### src/rtl/game_flow_ctrl.sv
// Game sequencer: turns IR keys, frame pulses and saber hits into screen mode,
// countdown, score and winner state for the fencing display path.
module game_flow_ctrl #(
    parameter int          COUNTDOWN_START  = 3,
    parameter int          COUNTDOWN_FRAMES = 60,
    parameter int          FLASH_FRAMES     = 30,
    parameter int          WIN_SCORE        = 5,
    parameter logic [31:0] KEY_START        = 32'h20DF_5BA4,
    parameter logic [31:0] KEY_START_ALT    = 32'h20DF_5AA5,
    parameter logic [31:0] KEY_PAUSE        = 32'h20DF_10EF
) (
    input  logic        clk_in,
    input  logic        rst_in,
    input  logic [31:0] ir_in,
    input  logic        nf_in,
    input  logic        player_hit_in,
    input  logic        opponent_hit_in,
    output logic [2:0]  state_out,
    output logic        display_start_out,
    output logic        game_active_out,
    output logic [3:0]  countdown_out,
    output logic        flash_out,
    output logic [3:0]  player_score_out,
    output logic [3:0]  opponent_score_out,
    output logic [1:0]  winner_out
);
    localparam int CFW = $clog2(COUNTDOWN_FRAMES + 1);
    localparam int FFW = $clog2(FLASH_FRAMES + 1);

    typedef enum logic [2:0] {
        S_START = 3'd0, S_COUNT = 3'd1, S_PLAY = 3'd2,
        S_POINT = 3'd3, S_PAUSE = 3'd4, S_OVER = 3'd5
    } state_t;

    state_t          state_q, state_d;
    logic [31:0]     prev_q, prev_d;
    logic [3:0]      cd_q, cd_d;
    logic [CFW-1:0]  cnt_q, cnt_d;
    logic [FFW-1:0]  fcnt_q, fcnt_d;
    logic [3:0]      ps_q, ps_d, os_q, os_d;
    logic [1:0]      win_q, win_d;
    logic            ir_new, start_press, pause_press;

    always_ff @(posedge clk_in) begin
        if (rst_in) begin
            state_q <= S_START;
            prev_q  <= '0;
            cd_q    <= '0;
            cnt_q   <= '0;
            fcnt_q  <= '0;
            ps_q    <= '0;
            os_q    <= '0;
            win_q   <= '0;
        end else begin
            state_q <= state_d;
            prev_q  <= prev_d;
            cd_q    <= cd_d;
            cnt_q   <= cnt_d;
            fcnt_q  <= fcnt_d;
            ps_q    <= ps_d;
            os_q    <= os_d;
            win_q   <= win_d;
        end
    end

    // A held code fires once: only the cycle where ir_in changes counts.
    assign ir_new      = (ir_in != prev_q);
    assign start_press = ir_new && (ir_in == KEY_START || ir_in == KEY_START_ALT);
    assign pause_press = ir_new && (ir_in == KEY_PAUSE);

    always_comb begin
        state_d = state_q;
        prev_d  = ir_in;
        cd_d    = cd_q;
        cnt_d   = cnt_q;
        fcnt_d  = fcnt_q;
        ps_d    = ps_q;
        os_d    = os_q;
        win_d   = win_q;
        case (state_q)
            S_START: if (start_press) begin
                state_d = S_COUNT;
                ps_d    = '0;
                os_d    = '0;
                win_d   = '0;
                cd_d    = 4'(COUNTDOWN_START);
                cnt_d   = '0;
            end
            S_COUNT: if (nf_in) begin
                if (cnt_q == CFW'(COUNTDOWN_FRAMES - 1)) begin
                    cnt_d = '0;
                    cd_d  = cd_q - 4'd1;
                    if (cd_q == 4'd1) state_d = S_PLAY;
                end else begin
                    cnt_d = cnt_q + 1'b1;
                end
            end
            S_PLAY: begin
                // A hit outranks a coincident pause press, which is dropped.
                if (player_hit_in || opponent_hit_in) begin
                    state_d = S_POINT;
                    fcnt_d  = '0;
                    if (player_hit_in && !opponent_hit_in) ps_d = ps_q + 4'd1;
                    if (opponent_hit_in && !player_hit_in) os_d = os_q + 4'd1;
                end else if (pause_press) begin
                    state_d = S_PAUSE;
                end
            end
            S_POINT: if (nf_in) begin
                if (fcnt_q == FFW'(FLASH_FRAMES - 1)) begin
                    if (ps_q == 4'(WIN_SCORE) || os_q == 4'(WIN_SCORE)) begin
                        state_d = S_OVER;
                        win_d   = (ps_q == 4'(WIN_SCORE)) ? 2'b01 : 2'b10;
                    end else begin
                        state_d = S_COUNT;
                        cd_d    = 4'(COUNTDOWN_START);
                        cnt_d   = '0;
                    end
                end else begin
                    fcnt_d = fcnt_q + 1'b1;
                end
            end
            S_PAUSE: if (pause_press) state_d = S_PLAY;
            S_OVER:  if (start_press) state_d = S_START;
            default: state_d = S_START;
        endcase
    end

    always_comb begin
        state_out          = state_q;
        display_start_out  = (state_q == S_START);
        game_active_out    = (state_q == S_PLAY);
        flash_out          = (state_q == S_POINT);
        countdown_out      = cd_q;
        player_score_out   = ps_q;
        opponent_score_out = os_q;
        winner_out         = win_q;
    end
endmodule

### config.mk
export PLATFORM = sky130hd
export DESIGN_NAME = game_flow_ctrl
export DESIGN_NICKNAME = d
export VERILOG_FILES = /design/src/rtl/game_flow_ctrl.sv
export SDC_FILE = /design/constraint.sdc
export NUM_CORES = 1
export LEC_CHECK = 0
export CAP_MARGIN = 20
export CORE_UTILIZATION = 55
export CTS_BUF_LIST = sky130_fd_sc_hd__clkbuf_4 sky130_fd_sc_hd__clkbuf_8
export CTS_CLUSTER_DIAMETER = 200
export DETAILED_ROUTE_END_ITERATION = 7
export DONT_BUFFER_PORTS = 1
export PLACE_DENSITY = 0.69
export SETUP_SLACK_MARGIN = 0.2
export SYNTH_ARGS = -nofsm -noshare
export SYNTH_HDL_FRONTEND = slang
export SYNTH_SLANG_ARGS = --single-unit
### constraint.sdc
create_clock -name clk_in -period 3.6 [get_ports clk_in]
set_input_delay 0.54 -clock clk_in [delete_from_list [all_inputs] [get_ports clk_in]]
set_output_delay 0.54 -clock clk_in [all_outputs]
set_load 0.05 [all_outputs]
---- Word level (Yosys, flattened, before mapping) ----
Cells that the tools add are included.
cells by class
  add/subtract/negate cells ............... 5
  divide/modulo/power cells ............... 0
  multiplexer cells ....................... 43
  equality and inequality tests ........... 29
  multipliers ............................. 0
  reduce and logical (&&, ||, !) cells .... 21
  order comparisons ....................... 0
  shift operators ......................... 0
  bitwise logic cells ..................... 0
operator list
  kind                  number
  $eq 32x30->1 const B  3
  $mux 4                11
  $mux 6                6
  $mux 3                11
  $ne 32x32->1          1
  $pmux 3 s6            1
  $pmux 6 s3            1
  $ne 2x2->1 const B    8
  $pmux 4 s2            2
  $mux 5                3
  $ne 2x1->1 const B    6
  $pmux 4 s3            1
  $reduce_and 4->1      3
  $mux 2                5
  $pmux 5 s2            1
  $reduce_and 9->1      1
  $add 4x1->4 const B   2
  $eq 4x3->1 const B    2
  $reduce_and 7->1      1
  $add 6x1->6 const B   1
  $eq 3x2->1 const B    2
  $eq 3x3->1 const B    2
  $eq 6x6->1 const B    1
  $reduce_and 6->1      1
  other kinds (14)      22
word-level totals
  bits of input ports ..................... 37
  register bits after elaboration ......... 60
  bits in latches ......................... 0
  memories ................................ 0
  bits in writable memories ............... 0
  memory bits (read-only) ................. 0
  word-level logic and storage cells ...... 106

---- Logic depth before layout (Yosys ltp) ----
  word-level depth ........................ 6
  mapped depth ............................ 10

---- Worst setup path before layout ----
OpenSTA, ideal clock, no wires.
  path kind ............................... reg2reg
  start point ............................. reg state_q[2] (netlist: state_out[2])
  end point ............................... reg ps_q[1] (netlist: player_score_out[1])
  arrival time ............................ 2266 ps
  path slack .............................. 1207 ps
  buffers on the path ..................... 1
  library setup time ...................... 128 ps
  stages on the path, launching flop included .. 8
  cells stage by stage .................... dfxtp_1 -> clkbuf_1 -> or3b_2 -> inv_1 -> nand3_1 -> o21ai_0 -> mux2i_1 -> nor2_1
on the way
  cells in the longest elaborated chain, start to end .. 3
ends and longest elaborated chain
  what                                                              RTL line  source
  start: declaration                                                35        state_t state_q, state_d;
  start signal: assignment                                          55        state_q <= state_d;
  $eq 3x2->1 *                                                      n/a
  via game_active_out                                               20        output logic game_active_out,
  $ne 2x1->1 (no line) / $reduce_bool 2->1 (equally long branches)  n/a
  $reduce_and 4->1 (no line)                                        n/a
  end signal: assignment                                            60        ps_q <= ps_d;
  end: declaration                                                  40        logic [3:0] ps_q, ps_d, os_q, os_d;
The timed path passes the listed nets; every way through them passes the cells marked *.
A chain may end at the register's enable or synchronous reset.

---- Worst setup path after layout ----
  start point ............................. reg state_q[0] (netlist: state_out[0])
  end point ............................... reg cnt_q[0]
on the way
  cells in the longest elaborated chain, start to end .. 3
ends and longest elaborated chain
  what                                                RTL line  source
  $eq 3x2->1, or another cell as far along            80        case (state_q)
  $ne 2x2->1 (no line), or another cell as far along  n/a
  $reduce_and 6->1 (no line)                          n/a
  end signal: assignment                              58        cnt_q <= cnt_d;
  end: declaration                                    38        logic [CFW-1:0] cnt_q, cnt_d;
Parallel ways exist; a longest one is shown, timed or not.

==> metrics <==
Max-Cap Viols=0; Overflow after GRT=0; library cells used by synthesis=51; Worst Path Arrival=3000 ps; Starting Density=0.587; CP max FO=14; Hold Crit Class=input pin to flop; Static Leakage=1.29 nW; sequential cell area=roughly 0.0012 mm^2; GP Congestion=0.794; post-route ant nets=0; Die Area=approximately 0.006 mm^2; final-stage net count=a little under 400; register area share after synthesis=0.391; Hold Vio Cnt, Final=0; Switching Power=0.740 mW; site row count=26; DR vias=2481; final period utilization=0.757; hpwl dp=approximately 4700 um; Util after Layout=0.639; DP Worst Slack=903 ps; Mean Syn Cell Area=8.86 um^2; CTS tree=done; Post-CTS Setup Inserts=0; status=complete, no violations; hold_ws=between 200 and 300 ps; Reg clk slew, reported paths=about 70 ps; total CTS buffers=9; overall routed net length=6570 um; combinational power share=0.244; area grow syn2layout=8.88%; synth warn=0; worst skew pair latency=350 ps; commonest non-fill, non-tap cell in the layout=dfxtp_1; minimum clock period after layout=~2700 ps; data required time of the worst path=3870 ps; Clk network pwr share=0.325; CTS Root Cell=clkbuf_8; Flop pwr share=0.432; Final Skew=11.3 ps; share of cells above drive strength 1=0.0795; DR vias/cell=5.88; Critical Path Start Type=flop; WL/cell=roughly 16 um; multi-input logic area=0.00177 mm^2; slew margin rel.=0.412; cell area after synthesis=approximately 0.003 mm^2; DR pass1 iterations=4; RSZ-0062 raised after global routing=no; Iteration-0 DRC Markers=143; max-slew violation count=0; syn_nets=approximately 390; FFs w/ async S/R, synth=0; CP endpoint kind=flop; GRT Util Overall=0.238; Die X=76.7 um; final setup vio count=0; filler instances=475; Synth Flop Type=dfxtp_1; Post-synth EDFFs=0; worst setup margin=874 ps; Sw Share=0.365; largest net degree at the start of global routing=53; antenna violations before repair=0; Port Buffer Count=0; post-synthesis sequential element count=60; CORE AREA=0.00524 mm^2; clock sinks=60; Pint=1.29 mW; most frequent cells in the layout=dfxtp_1, nor2b_1, xor2_1; CTS H-tree depth=3; Crit Path Class=flop to flop; Worst Tran Pin Value=880 ps; vias in the first global route=2327; IO Count=57; Syn Inst Count=347; # hold bufs at CTS=0; first-pass GRT wire length=11100 um; post_cts resized=0; Final Instance Area=0.00335 mm^2; Diodes inserted=0; DRC=0; Post-DP Area=0.00313 mm^2; PD cells=606 mW/mm^2; Worst VDD drop=0.000499 V; Setup TNS=0 ps; die height=76.7 um; largest buffer count on any clock path=2; f_max=0.367 GHz
-- worst max-delay path, cell delays in order (launching register included) --
cell and delay [ps]:
dfxtp_1 900, nand2b_1 150, nor2_1 570, nor2_1 80, a31oi_1 350, or4b_1 480, a21oi_1 130
-- registers in the layout, indices dropped and copies added (netlist names) --
| name | flops |
|---|---|
| cnt_q | 6 |
| fcnt_q | 5 |
| winner_out | 2 |
| player_score_out | 4 |
| state_out | 3 |
| prev_q | 32 |
| countdown_out | 4 |
| opponent_score_out | 4 |
-- metal layers --
| layer | GRT usage | vias up | part of all wire |
|---|---|---|---|
| li1 | - | 1238 | - |
| met1 | 0.332 | 1173 | 0.49 |
| met2 | 0.341 | 61 | 0.43 |
| met3 | 0.0869 | 9 | 0.068 |
| met4 | 0.0692 | 0 | 0.011 |
| met5 | 0 | - | 0 |
-- cells in the mapped netlist (all sizes together) (3+ instances only) --
cell | n | area, um^2
xor2 | 37 | 324
dfxtp | 60 | 1200
nor2 | 20 | 75.1
o31ai | 3 | 22.5
nand2b | 3 | 18.8
nand3b | 4 | 30.0
nand3 | 6 | 30.0
nor4 | 14 | 93.8
a21oi | 15 | 75.1
o21ai | 17 | 85.1
nor2b | 39 | 244
inv | 12 | 45.0
o31a | 3 | 26.3
ha | 9 | 113
nor3 | 6 | 30.0
or3 | 3 | 18.8
o21a | 3 | 22.5
nand4b | 3 | 26.3
mux2i | 3 | 30.0
a31oi | 6 | 37.5
nand2 | 21 | 78.8
or4b | 3 | 30.0
clkbuf | 14 | 52.6
nand4 | 8 | 50.1
nor4b | 4 | 41.3
-- layout make-up --
cell class | instances | area share
repair buffers | 3 | 0.00673
clock inverters | 7 | 0.0273
inverters | 12 | 0.0135
clock buffers | 9 | 0.0370
multi-input cells | 261 | 0.530
flip-flops and latches | 60 | 0.359
well taps | 70 | 0.0262
-- per-stage QoR --
stage / std cells / power (mW)
6_report: 422 / 2.03
5_1_grt: 422 / 2.14
4_1_cts: 422 / 2.04
3_5_place_dp: 406 / 1.38
3_3_place_gp: 406 / 1.37
2_1_floorplan: 347 / 1.29
-- power by group through the flow --
stage                     sequential [mW]  combinational [mW]  clock (mW)
final                               0.876               0.494       0.659
after detailed placement            0.889               0.489           0
after CTS                           0.874               0.492       0.672
after global placement              0.889               0.482           0
after global routing                0.884               0.554       0.702
after floorplan                     0.862               0.426           0
-- final timing paths --
path                startpoint    endpoint  slack, ps  cells past startpoint
setup reg to reg  state_out[0]    cnt_q[0]        870                      6
hold / removal          rst_in  prev_q[11]        260                      1
hold reg to reg       cnt_q[5]    cnt_q[5]        490                      2
setup / recovery  state_out[0]    cnt_q[0]        870                      6
-- cell families (layout without fill, tap and decap cells) --
logic type	Yosys count	count (layout)	share of synthesized area
fa+ha+maj	9	9	0.0366
compound gates	63	63	0.134
xor+xnor	38	38	0.108
buf+inv	26	31	0.0318
simple gates	147	147	0.285
mux	4	4	0.0134
flops	60	60	0.391
Note: power is estimated with default switching activity, not from simulation.
